`config.mk`:
```
export PLATFORM = sky130hd
export DESIGN_NAME = ca_code_gen
export DESIGN_NICKNAME = d
export VERILOG_FILES = /design/src/rtl/gps_pkg.sv /design/src/rtl/ca_lfsr_pair.sv /design/src/rtl/ca_code_gen.sv
export SDC_FILE = /design/constraint.sdc
export NUM_CORES = 1
export LEC_CHECK = 0
export CAP_MARGIN = 25
export CORE_UTILIZATION = 51
export CTS_BUF_LIST = sky130_fd_sc_hd__clkbuf_4 sky130_fd_sc_hd__clkbuf_8
export DETAILED_ROUTE_END_ITERATION = 7
export HOLD_SLACK_MARGIN = 0.06
export PLACE_DENSITY = 0.77
export SYNTH_ARGS = -nofsm -noshare
export SYNTH_HDL_FRONTEND = slang
export SYNTH_HIERARCHICAL = 1
export SYNTH_SLANG_ARGS = --single-unit
```
`constraint.sdc`:
```
create_clock -name clk_in -period 3.19 [get_ports clk_in]
set_input_delay 0.7975 -clock clk_in [delete_from_list [all_inputs] [get_ports clk_in]]
set_output_delay 0.7975 -clock clk_in [all_outputs]
set_load 0.01 [all_outputs]
```
`src/rtl/gps_pkg.sv`:
```
// Shared GPS L1 C/A constants: code geometry, chip-rate divider sizing,
// generator FSM encodings, LFSR reload value and the PRN G2 tap-pair table.
// Pure declarations; no logic or clocking lives here.
package gps_pkg;

  // System clocks per chip (16.368 MHz / 1.023 Mchip/s) and chips per epoch.
  localparam int CLKS_PER_CHIP = 16;
  localparam int CODE_LEN      = 1023;

  localparam int DIV_W = $clog2(CLKS_PER_CHIP);
  localparam int IDX_W = 10;

  localparam logic [DIV_W-1:0] DIV_LAST  = DIV_W'(CLKS_PER_CHIP - 1);
  localparam logic [IDX_W-1:0] IDX_LAST  = IDX_W'(CODE_LEN - 1);
  localparam logic [IDX_W-1:0] PHASE_ALT = IDX_W'(CODE_LEN);  // 1023 aliases chip 0

  localparam logic [10:1] LFSR_INIT = 10'h3FF;

  typedef enum logic [2:0] {
    ST_IDLE = 3'b001,
    ST_SLEW = 3'b010,
    ST_RUN  = 3'b100
  } ca_state_t;

  // G2 stage pair whose XOR forms the delayed G2 sequence for one PRN.
  typedef struct packed {
    logic [3:0] a;
    logic [3:0] b;
  } tap_pair_t;

  // Indexed by n_sat (PRN - 1).
  localparam tap_pair_t PRN_TAPS [32] = '{
    '{4'd2, 4'd6},  '{4'd3, 4'd7},  '{4'd4, 4'd8},  '{4'd5, 4'd9},
    '{4'd1, 4'd9},  '{4'd2, 4'd10}, '{4'd1, 4'd8},  '{4'd2, 4'd9},
    '{4'd3, 4'd10}, '{4'd2, 4'd3},  '{4'd3, 4'd4},  '{4'd5, 4'd6},
    '{4'd6, 4'd7},  '{4'd7, 4'd8},  '{4'd8, 4'd9},  '{4'd9, 4'd10},
    '{4'd1, 4'd4},  '{4'd2, 4'd5},  '{4'd3, 4'd6},  '{4'd4, 4'd7},
    '{4'd5, 4'd8},  '{4'd6, 4'd9},  '{4'd1, 4'd3},  '{4'd4, 4'd6},
    '{4'd5, 4'd7},  '{4'd6, 4'd8},  '{4'd7, 4'd9},  '{4'd8, 4'd10},
    '{4'd1, 4'd6},  '{4'd2, 4'd7},  '{4'd3, 4'd8},  '{4'd4, 4'd9}
  };

  // G1 = 1 + x^3 + x^10; stage 1 takes the feedback, stage 10 is the output.
  function automatic logic [10:1] g1_step(input logic [10:1] g);
    return {g[9:1], g[3] ^ g[10]};
  endfunction

  // G2 = 1 + x^2 + x^3 + x^6 + x^8 + x^9 + x^10.
  function automatic logic [10:1] g2_step(input logic [10:1] g);
    return {g[9:1], g[2] ^ g[3] ^ g[6] ^ g[8] ^ g[9] ^ g[10]};
  endfunction

endpackage

```
`src/rtl/ca_lfsr_pair.sv`:
```
// G1/G2 LFSR pair with PRN tap select; chip_o is the Gold chip for the current state.
// Latency: chip_o is combinational from the registered LFSR state; load/step act next clock.
// No backpressure: load has priority over step, otherwise the state holds.
module ca_lfsr_pair
  import gps_pkg::*;
(
  input  logic       clk_in,
  input  logic       rst_in,
  input  logic       load_i,
  input  logic       step_i,
  input  logic [4:0] n_sat_i,
  output logic       chip_o
);

  logic [10:1] g1_q, g1_d;
  logic [10:1] g2_q, g2_d;
  tap_pair_t   taps;

  // Next LFSR state: reload to all-ones, advance one chip, or hold.
  always_comb begin
    g1_d = g1_q;
    g2_d = g2_q;
    if (load_i) begin
      g1_d = LFSR_INIT;
      g2_d = LFSR_INIT;
    end else if (step_i) begin
      g1_d = g1_step(g1_q);
      g2_d = g2_step(g2_q);
    end
  end

  // LFSR state registers.
  always_ff @(posedge clk_in or posedge rst_in) begin
    if (rst_in) begin
      g1_q <= LFSR_INIT;
      g2_q <= LFSR_INIT;
    end else begin
      g1_q <= g1_d;
      g2_q <= g2_d;
    end
  end

  // Gold chip: G1 output XOR the PRN-specific pair of G2 stages.
  always_comb begin
    taps   = PRN_TAPS[n_sat_i];
    chip_o = g1_q[10] ^ g2_q[taps.a] ^ g2_q[taps.b];
  end

endmodule

```
`src/rtl/ca_code_gen.sv`:
```
// GPS L1 C/A Gold-code generator: reload / phase-slew / run FSM around a G1/G2 LFSR pair.
// Latency: first chip strobe 2 + phase clocks after a reload trigger is sampled.
// No backpressure: free-running chip stream, one chip per CLKS_PER_CHIP clocks while in RUN.
module ca_code_gen
  import gps_pkg::*;
(
  input  logic        clk_in,
  input  logic        rst_in,
  input  logic        enable_in,
  input  logic [4:0]  n_sat_in,
  input  logic [15:0] ca_phase_in,
  output logic        ca_chip_out,
  output logic        chip_strobe_out,
  output logic        epoch_out,
  output logic        code_valid_out
);

  ca_state_t         state_q;
  logic              enable_q;
  logic [4:0]        n_sat_q;
  logic [IDX_W-1:0]  phase_q;
  logic [IDX_W-1:0]  slew_cnt_q;
  logic [IDX_W-1:0]  chip_idx_q;
  logic [DIV_W-1:0]  div_cnt_q;
  logic              ca_chip_q;
  logic              strobe_q;
  logic              epoch_q;
  logic              valid_q;

  logic              en_rise;
  logic              cfg_change;
  logic              reload;
  logic [IDX_W-1:0]  phase_eff;
  logic              lfsr_load;
  logic              lfsr_step;
  logic              lfsr_chip;
  logic              phase_hi_unused;

  // Only ten phase bits are meaningful; the upper field is don't-care.
  assign phase_hi_unused = ^ca_phase_in[15:10];

  assign en_rise    = enable_in & ~enable_q;
  assign cfg_change = (n_sat_in != n_sat_q) || (ca_phase_in[IDX_W-1:0] != phase_q);
  // Config changes only restart an active generator; IDLE waits for a fresh enable edge.
  assign reload     = enable_in & (en_rise | ((state_q != ST_IDLE) & cfg_change));
  assign phase_eff  = (ca_phase_in[IDX_W-1:0] == PHASE_ALT) ? '0 : ca_phase_in[IDX_W-1:0];

  // LFSR control: reload on disable/trigger/code wrap, step during slew and at chip end.
  always_comb begin
    lfsr_load = 1'b0;
    lfsr_step = 1'b0;
    if (!enable_in || reload) begin
      lfsr_load = 1'b1;
    end else begin
      case (state_q)
        ST_SLEW: lfsr_step = (slew_cnt_q != '0);
        ST_RUN: begin
          if (div_cnt_q == DIV_LAST) begin
            if (chip_idx_q == IDX_LAST) lfsr_load = 1'b1;
            else                        lfsr_step = 1'b1;
          end
        end
        default: ;
      endcase
    end
  end

  ca_lfsr_pair u_lfsr (
    .clk_in  (clk_in),
    .rst_in  (rst_in),
    .load_i  (lfsr_load),
    .step_i  (lfsr_step),
    .n_sat_i (n_sat_q),
    .chip_o  (lfsr_chip)
  );

  // Generator FSM, counters and registered outputs.
  always_ff @(posedge clk_in or posedge rst_in) begin
    if (rst_in) begin
      state_q    <= ST_IDLE;
      // Seeded high so an enable already asserted at reset release is not a rising edge.
      enable_q   <= 1'b1;
      n_sat_q    <= '0;
      phase_q    <= '0;
      slew_cnt_q <= '0;
      chip_idx_q <= '0;
      div_cnt_q  <= '0;
      ca_chip_q  <= 1'b0;
      strobe_q   <= 1'b0;
      epoch_q    <= 1'b0;
      valid_q    <= 1'b0;
    end else begin
      enable_q <= enable_in;
      strobe_q <= 1'b0;
      epoch_q  <= 1'b0;
      if (!enable_in) begin
        state_q    <= ST_IDLE;
        slew_cnt_q <= '0;
        chip_idx_q <= '0;
        div_cnt_q  <= '0;
        ca_chip_q  <= 1'b0;
        valid_q    <= 1'b0;
      end else if (reload) begin
        // Latch the new code selection and restart the slew from chip 0.
        n_sat_q    <= n_sat_in;
        phase_q    <= ca_phase_in[IDX_W-1:0];
        slew_cnt_q <= phase_eff;
        chip_idx_q <= '0;
        div_cnt_q  <= '0;
        ca_chip_q  <= 1'b0;
        valid_q    <= 1'b0;
        state_q    <= ST_SLEW;
      end else begin
        case (state_q)
          ST_IDLE: ;
          ST_SLEW: begin
            if (slew_cnt_q == '0) begin
              state_q   <= ST_RUN;
              div_cnt_q <= '0;
              valid_q   <= 1'b1;
            end else begin
              slew_cnt_q <= slew_cnt_q - IDX_W'(1);
              chip_idx_q <= chip_idx_q + IDX_W'(1);
            end
          end
          ST_RUN: begin
            if (div_cnt_q == '0) begin
              strobe_q  <= 1'b1;
              ca_chip_q <= lfsr_chip;
              epoch_q   <= (chip_idx_q == '0);
            end
            if (div_cnt_q == DIV_LAST) begin
              div_cnt_q  <= '0;
              chip_idx_q <= (chip_idx_q == IDX_LAST) ? '0 : chip_idx_q + IDX_W'(1);
            end else begin
              div_cnt_q <= div_cnt_q + DIV_W'(1);
            end
          end
          default: begin
            state_q   <= ST_IDLE;
            ca_chip_q <= 1'b0;
            valid_q   <= 1'b0;
          end
        endcase
      end
    end
  end

  assign ca_chip_out     = ca_chip_q;
  assign chip_strobe_out = strobe_q;
  assign epoch_out       = epoch_q;
  assign code_valid_out  = valid_q;

endmodule

```
# Word level (Yosys, flattened, before mapping)
# Memory sizes are Yosys's and may differ from the RTL's.
# Index checks and enable logic that the tools add are counted.
# totals
ff_bits,67
mem_bits_ro,256
out_inout_bits,4
mem_count,1
# classes
add_sub_neg,3
n_lt_le_gt_ge,3
eq_ne,18
mux,54
bitwise_logic,14
reduce_logical,16
# memory_table
name,depth,width,rd,rd_clocked_by_memory_dff,write_ports,line,text
(name not given),32,8,1,0,0,ca_lfsr_pair.sv:45,taps = PRN_TAPS[n_sat_i];
# op_table
cell,n
10-bit two-way mux,14
1-bit two-way mux,23
10-bit == test (second input constant),2
10-bit logical NOT,2
10-bit one-hot mux with 2 select lines,1
4-bit two-way mux,4
8-bit two-way mux,2
4-bit != test (second input constant),4
10-bit by 1-bit adder with 10-bit output (second input constant),1
4-bit by 5-bit < comparator with 1-bit output (second input constant),2
10-bit != test,1
2-bit AND reduction,5
10-bit nonzero test,1
10-bit by 1-bit subtractor with 10-bit output (second input constant),1
3-bit two-way mux,3
1-bit binary-select mux with 4-bit select,2
4-bit one-hot mux with 2 select lines,1
1-bit bitwise XOR,8
6-bit >= comparator (second input constant),1
3-bit by 1-bit != test with 1-bit output (second input constant),2
3-bit by 2-bit != test with 1-bit output (second input constant),2
5-bit NOT with 6-bit output,1
1-bit one-hot mux with 2 select lines,3
3-bit one-hot mux with 2 select lines,1
other kinds (17),21

# Logic depth before layout (Yosys ltp)
# Gate-level depths: netlist (run 1).
# logic_depth
depth_word,12
ltp_mapped,13
ltp_nobuf,12

# Modules after synthesis
# Netlist (run 1), hierarchy kept.
# by_module_without_submodules
module,n_inst,cells_per_inst,area_each_um2,seq_area_each_um2
ca_code_gen,1,281,2692.6,1153.6
ca_lfsr_pair,1,188,1701.6,525.5

# Worst setup path before layout (run 1)
# Ideal clock, no wire load.
# synth_path
kind,register -> register
from,register n_sat_q[1]
to,register ca_chip_q (netlist: ca_chip_out)
setup_time_ps,132
arrival_ps,3331
required_ps,3058
setup_slack_ps,-272
stages_incl_launch_ff,13
synth_period_minus_slack_ps,3462
path_cell_list,dfrtp_1 -> clkbuf_1 -> inv_1 -> ha_1 -> mux4_2 -> mux2_2 -> mux2i_1 -> o2111a_1 -> a311o_1 -> xor3_1 -> mux2_2 -> a21oi_1 -> nor2_1
# synth_via
elab_chain_cells,12
# synth_rtl
item,line,text
from (decl),ca_code_gen.sv:20,logic [4:0] n_sat_q;
from (signal assigned),ca_code_gen.sv:105,n_sat_q <= n_sat_in;
5-bit NOT with 6-bit output (not written as such) *,ca_lfsr_pair.sv:45,
memory read 32 x 8 bit *,n/a,
8-bit two-way mux (not written as such) * (2 in a row),ca_lfsr_pair.sv:45,
1-bit binary-select mux with 4-bit select,ca_lfsr_pair.sv:46,chip_o = g1_q[10] ^ g2_q[taps.a] ^ g2_q[taps.b];
1-bit two-way mux (not written as such),ca_lfsr_pair.sv:46,
1-bit bitwise XOR,ca_lfsr_pair.sv:46,
1-bit bitwise XOR *,ca_lfsr_pair.sv:46,
named net lfsr_chip,ca_code_gen.sv:36,logic lfsr_chip;
1-bit two-way mux *,ca_code_gen.sv:127,if (div_cnt_q == '0) begin
1-bit one-hot mux with 2 select lines *,ca_code_gen.sv:114,case (state_q)
1-bit two-way mux *,ca_code_gen.sv:103,end else if (reload) begin
1-bit two-way mux *,ca_code_gen.sv:96,if (!enable_in) begin
to (signal assigned),ca_code_gen.sv:129,ca_chip_q <= lfsr_chip;
to (decl),ca_code_gen.sv:25,logic ca_chip_q;
# The timed path passes the listed nets; every way through them passes the cells marked *. The select of a mux whose other input is x is not followed.
# A chain may end at the register's enable or synchronous reset.

# Final worst setup path (run 1)
# Same ends and word-level chain as after synthesis.

==> summary.md, run 1 <==
| Metric | Value |
|---|---|
| Pin count of the biggest net entering global routing | `41` |
| Number of global-route vias before repair | `3666` |
| Die width | `94.8 um` |
| Final setup fails | `0` |
| Num rows | `33` |
| Max Cap Viol | `0` |
| Port-buffer cells | `21` |
| Count leader, synth | `nand2_1` |
| Worst-path clk slew | `0.08 ns` |
| Remaining Overflow, GRT | `0` |
| P_leak | `2.12 nW` |
| Power, Total | `2.46 mW` |
| Post-synth top flop | `dfrtp_1` |
| DRC violations left | `0` |
| Fin. max-slew vios | `0` |
| #FFs+latches synth | `66` |
| # diodes | `0` |
| FMAX | `317 MHz` |
| Critical path data arrival time | `3.39 ns` |
| Synthesis warning total | `6` |
| Slowest cell delay on critical path | `0.50 ns` |
| CP Capture Type | `register` |
| Area share of and/or/nand/nor cells after synthesis | `0.202` |
| TritonCTS Buffers | `9` |
| CP Launch Type | `register` |
| Hold Crit Class | `reg2reg` |
| Worst-path cell chain | `inv_4, ha_4, mux4_2, mux2i_4, mux2i_1, mux2_2, a311o_1, xor3_1, mux2_4, a21oi_2, nor2_1` |
| Worst Path Buf+Inv | `1` |
| Layout cell share with drive strength beyond 1 | `0.223` |
| Unrepaired setup endpoints after global routing | `yes` |
| Combinational family with the most area after synthesis | `simple AND/OR/NAND/NOR gates` |
| Synth area leader | `dfrtp_1` |
| Cell family with most CP delay | `multiplexers` |
| I/O pins | `28` |
| GRT Util Overall | `0.237` |
| Measured slew at the worst slew-check pin | `0.821 ns` |
| Most instantiated cells after synthesis | `50 x nand2_1, 44 x dfrtp_1, 33 x nor2_1` |
| Die Height | `94.8 um` |
| DR iter-0 viols | `186` |
| Seq/Total Area, Yosys | `0.382` |
| Data required time of the critical path | `3.43 ns` |
| Final wirelength | `9.74 mm` |
| Hold Fails Final Rpt | `0` |
| Full die area | `0.00899 mm^2` |
| Crit Path Max Fanout | `4` |
| Synth Cell Area | `0.00439 mm^2` |
| Initial cell density of the core | `0.532` |
| Synth Area in Compound Gates | `0.152` |
| Syn Area/Cell | `9.37 um^2` |
| Clk buf depth | `2` |
| First-pass GRT wire length | `16.6 mm` |
| Tmin final | `3.16 ns` |
| Post-synthesis cell count | `469` |
| Distinct cells, synth | `71` |
| Pre-Repair DR Iteration Count | `5` |
| PD cells | `472 mW/mm^2` |
| DP HPWL | `6.87 mm` |
| Max-slew headroom | `0.452` |
| # hold bufs at CTS | `0` |
| Status | `finished, final reports clean` |
| # nets final | `555` |
| Fraction of registers with async set/reset | `1.00` |
| Clock root buffer | `clkbuf_8` |
| Core area | `0.00826 mm^2` |
| Number of synthesized flops with an enable pin | `0` |
| Top post-synthesis cells by area | `dfrtp_1 25%, dfstp_2 13%, mux2i_1 5.2%` |
| Vias per inst | `5.91` |
| Period utilization | `0.990` |
| Routed len/inst | `15.6 um` |
| Layout area overhead | `18.5%` |
| Post-Synth Adder-Cell Area | `0.0427` |
| CTS tree | `built` |
| Clk_skew | `0.00797 ns` |
| CTS Sinks | `66` |
| Kind of critical path | `reg2reg` |
| GPL Wtd Cong | `0.862` |
| H-tree depth | `3` |
| Clk_lat worst skew | `0.35 ns` |
| XOR/XNOR Fraction of Synth Area | `0.0652` |
| Syn_nets | `508` |
| Routed Antenna Nets | `0` |
| Post-synthesis mux area share | `0.114` |
| Worst VDD drop | `254 uV` |
| Yosys top cell area share | `0.251` |
| Vias after detailed routing | `3697` |
| Slowest-stage cell, CP | `mux4_2` |
| Antenna violations before repair | `0` |
| Core Util, Final | `0.631` |
worst register-to-register path, delay by kind of cell, from the launching register on:
| family | cells | cell delay, ns |
|---|---|---|
| AOI/OAI and AO/OA | 2 | 0.49 |
| xor gates and xnor gates | 1 | 0.38 |
| DFF | 1 | 0.45 |
| muxes | 5 | 1.38 |
| and+or+nand+nor | 1 | 0.05 |
| adders and majority gates | 1 | 0.20 |
| buffers and inverters | 1 | 0.10 |
final timing paths:
| path | from | endpoint | slack (ns) | cells after the start |
|---|---|---|---|---|
| min in group asynchronous | rst_in | ca_chip_out$_DFFE_PP0P_ | 0.96 | 2 |
| setup / recovery | n_sat_q[1]$_DFFE_PP0P_ | ca_chip_out$_DFFE_PP0P_ | 0.03 | 11 |
| hold / removal | phase_q[0]$_DFFE_PP0P_ | phase_q[0]$_DFFE_PP0P_ | 0.53 | 1 |
| max in group asynchronous | rst_in | phase_q[6]$_DFFE_PP0P_ | 1.59 | 3 |
| hold reg to reg | phase_q[0]$_DFFE_PP0P_ | phase_q[0]$_DFFE_PP0P_ | 0.53 | 1 |
| setup reg to reg | n_sat_q[1]$_DFFE_PP0P_ | ca_chip_out$_DFFE_PP0P_ | 0.03 | 11 |
where the power goes:
part / switching, mW / internal [mW] / leakage, nW
clock network: 0.355 / 0.448 / 0.116
logic: 0.363 / 0.363 / 1.21
registers: 0.0481 / 0.880 / 0.794
total: 0.766 / 1.69 / 2.12
placed cells by master (no fill, tap or decap), drive strengths merged, types with 5 or more instances in the layout:
cell type,synthesis,routed
nand2,50,50
dfrtp,44,44
buf,10,37
nor2,34,34
mux2i,25,25
inv,20,23
dfstp,22,22
clkdlybuf4s50,0,21
a21oi,21,21
xor2,20,20
mux2,18,18
o21ai,18,18
nand3,16,16
ha,15,15
o22ai,12,12
xnor2,10,10
nor3,10,10
nor4,9,9
nand2b,9,9
clkbuf,12,9
nand4,6,6
nor2b,6,6
o211ai,6,6
and2,5,5
and3,5,5
a211oi,5,5
registers in the layout (all words and copies together), names as in the netlist:
signal and count:
ca_chip_out 1, n_sat_q 5, epoch_out 1, u_lfsr/g2_q 10, chip_strobe_out 1, enable_q 1
slew_cnt_q 10, state_q 3, chip_idx_q 10, phase_q 10, div_cnt_q 4, u_lfsr/g1_q 10
cells by family after synthesis:
family	Yosys count
AOI/OAI and AO/OA	99
xor gates and xnor gates	31
adders and majority gates	15
buffers and inverters	42
DFF	66
muxes	44
and+or+nand+nor	172
area by class of cell:
class / count / area [um^2]
clock buffer: 9 / 124
clock inverter: 7 / 100
fill: 703 / 3050
inverter: 20 / 80.1
multi-input combinational: 361 / 2590
sequential: 66 / 1680
tap: 105 / 131
timing repair buffer: 58 / 504
layer usage:
layer | up-vias | track usage | part of all wire
met1 | 1823 | 0.303 | 0.44
met2 | 84 | 0.395 | 0.51
met5 | - | 0 | 0
li1 | 1778 | - | -
met3 | 12 | 0.0483 | 0.034
met4 | 0 | 0.0909 | 0.012
metrics by stage:
step	setup WS, ns	TNS (ns)	instances	cell area, um^2	hold slack [ns]
after floorplan	0.00640	0	469	4420	0.501
after global placement	-0.0161	-0.0161	607	4920	0.510
after detailed placement	-0.0560	-0.0795	607	4920	0.517
after CTS	0.00566	0	624	5160	0.534
after global routing	-0.0633	-0.0633	626	5210	0.550
final	0.0331	0	626	5210	0.530
timing repair:
action,in CTS,in global routing
buffers inserted,1,2
gates resized for setup,3,7
endpoints found under the hold margin,0,0
endpoints found under the setup margin,1,1
pin swaps,2,4
(Power assumes the default switching activity.)
==> inputs of run 2 (changes only) <==
--- a/config.mk
+++ b/config.mk
@@ -6,11 +6,14 @@
 export NUM_CORES = 1
 export LEC_CHECK = 0
 export CAP_MARGIN = 25
-export CORE_UTILIZATION = 51
+export CELL_PAD_IN_SITES_DETAIL_PLACEMENT = 1
+export CELL_PAD_IN_SITES_GLOBAL_PLACEMENT = 1
+export CORE_UTILIZATION = 43
 export CTS_BUF_LIST = sky130_fd_sc_hd__clkbuf_4 sky130_fd_sc_hd__clkbuf_8
 export DETAILED_ROUTE_END_ITERATION = 7
 export HOLD_SLACK_MARGIN = 0.06
-export PLACE_DENSITY = 0.77
+export PLACE_DENSITY = 0.82
+export SLEW_MARGIN = 10
 export SYNTH_ARGS = -nofsm -noshare
 export SYNTH_HDL_FRONTEND = slang
 export SYNTH_HIERARCHICAL = 1
==> run 2 against run 1 <==
Effect of this change:
- the run now ends with negative setup slack left
- total power is 1.7% lower
- die area grew 18%
- first-iteration DRC count is 23% lower
- clock power shrank 9.2%
- core utilization is 9.6 points lower
- sequential share of layout area fell by 0.28 points
- routed wire length increased by 20%
- cell area rose by 0.86%
- critical path type unchanged
- critical endpoint unchanged
- largest cell class unchanged
==> summary.md, run 2 (same netlist as run 1, synthesis figures left out) <==
| Metric | Value |
|---|---|
| # diodes | `0` |
| # nets final | `557` |
| Measured slew at the worst slew-check pin | `0.870 ns` |
| DP HPWL | `8.52 mm` |
| Clock root buffer | `clkbuf_8` |
| Worst VDD drop | `234 uV` |
| CTS Sinks | `66` |
| Clk_lat worst skew | `0.35 ns` |
| Kind of critical path | `reg2reg` |
| Antenna violations before repair | `0` |
| Crit Path Max Fanout | `5` |
| Num rows | `36` |
| Number of global-route vias before repair | `4128` |
| CP Launch Type | `register` |
| Commonest non-fill, non-tap cell in the layout | `nand2_1` |
| Port-buffer cells | `21` |
| Failing checks | `negative setup slack` |
| Initial cell density of the core | `0.448` |
| # hold bufs at CTS | `0` |
| PD cells | `460 mW/mm^2` |
| GRT Util Overall | `0.246` |
| Max-slew headroom | `0.415` |
| TritonCTS Buffers | `9` |
| Die Height | `103 um` |
| Final setup margin | `-0.00120 ns` |
| First-pass GRT wire length | `20.0 mm` |
| Full die area | `0.0106 mm^2` |
| Status | `finished with violations` |
| Clk_skew | `0.00909 ns` |
| Hold Fails Final Rpt | `0` |
| Final wirelength | `11.7 mm` |
| Die width | `103 um` |
| Vias per inst | `5.69` |
| Layout cell share with drive strength beyond 1 | `0.226` |
| Unrepaired setup endpoints after global routing | `yes` |
| Tmin final | `3.19 ns` |
| DRC violations left | `0` |
| Sum Neg Setup Slack | `-0.00120 ns` |
| Critical path data arrival time | `3.43 ns` |
| Routed len/inst | `17.9 um` |
| DR iter-0 viols | `143` |
| H-tree depth | `3` |
| Data required time of the critical path | `3.42 ns` |
| Clk buf depth | `2` |
| Pre-Repair DR Iteration Count | `4` |
| Total placed instance area | `0.00498 mm^2` |
| Period utilization | `1.00` |
| FMAX | `313 MHz` |
| Final setup fails | `1` |
| Worst reg2reg path depth | `11` |
| Layout area overhead | `19.6%` |
| CP Capture Type | `register` |
| Routed Antenna Nets | `0` |
| Pin count of the biggest net entering global routing | `47` |
| P_leak | `2.12 nW` |
| GPL Wtd Cong | `0.821` |
| Worst-path clk slew | `0.08 ns` |
| Hold depth | `2` |
| Most frequent cells in the layout | `50 x nand2_1, 42 x dfrtp_1, 36 x buf_4` |
| Fin. max-slew vios | `0` |
| Remaining Overflow, GRT | `0` |
| I/O pins | `28` |
| Hold Crit Class | `reg2reg` |
| Core area | `0.00982 mm^2` |
| Fin area | `0.00525 mm^2` |
| Vias after detailed routing | `3733` |
| Max Cap Viol | `0` |
| Fill cell count | `1148` |
| CTS tree | `built` |
==> run 2: what timing repair did <==
action                     4_1_cts  5_1_grt
setup endpoints to repair        1        1
pin swaps                        4        6
setup buffers                    3        0
gates resized for setup          6        7
==> run 2: cell type report <==
type	instances	area, um^2	area share
multi-input combinational	361	2590	0.493
sequential	66	1680	0.320
timing repair buffer	60	532	0.101
tap	133	166	0.0317
clock buffer	9	124	0.0236
inverter	20	80.1	0.0152
clock inverter	7	77.6	0.0148
==> run 2: worst paths after layout <==
path / slack (ns) / from / to
worst max register to register: -0.001 / n_sat_q[0]$_DFFE_PP0P_ / ca_chip_out$_DFFE_PP0P_
worst min-delay path: 0.54 / u_lfsr/g2_q[7]$_DFFE_PP1P_ / u_lfsr/g2_q[8]$_DFFE_PP1P_
max in group asynchronous: 1.78 / rst_in / n_sat_q[0]$_DFFE_PP0P_
worst min register to register: 0.54 / u_lfsr/g2_q[7]$_DFFE_PP1P_ / u_lfsr/g2_q[8]$_DFFE_PP1P_
worst max-delay path: -0.001 / n_sat_q[0]$_DFFE_PP0P_ / ca_chip_out$_DFFE_PP0P_
min in group asynchronous: 0.95 / rst_in / ca_chip_out$_DFFE_PP0P_
==> run 2: where the power goes <==
| group | leakage [nW] | switching (mW) | internal (mW) |
|---|---|---|---|
| clock | 0.105 | 0.361 | 0.369 |
| sequential | 0.794 | 0.0469 | 0.880 |
| combinational | 1.23 | 0.388 | 0.370 |
| total | 2.12 | 0.796 | 1.62 |
==> run 2: metal layers <==
metal  global-route usage  vias to the layer above  wire length [um]
met5                    0                        -                 0
met4               0.0802                        0               182
met3               0.0441                       20               258
met2                0.461                       44              6370
met1                0.281                     1881              4910
li1                     -                     1788                 -
==> run 2: metrics by stage <==
step	hold WS, ns	power [mW]	setup slack [ns]	std cells	util
3_3_place_gp	0.510	1.61	-0.0254	637	0.508
2_1_floorplan	0.501	1.44	0.00640	469	-
5_1_grt	0.531	2.54	-0.0589	656	0.535
3_5_place_dp	0.521	1.66	-0.0871	637	0.508
4_1_cts	0.535	2.41	0.000393	656	0.532
6_report	0.539	2.41	-0.00120	656	0.535
==> run 2: critical path: stages (launching register included) <==
cell and delay (ns):
dfrtp_2 0.45, inv_4 0.10, ha_4 0.21, mux4_2 0.52
mux2_4 0.30, mux2i_1 0.12, o2111a_1 0.23, a311o_1 0.30
xor3_1 0.37, mux2_4 0.28, a21oi_2 0.12, nor2_1 0.05
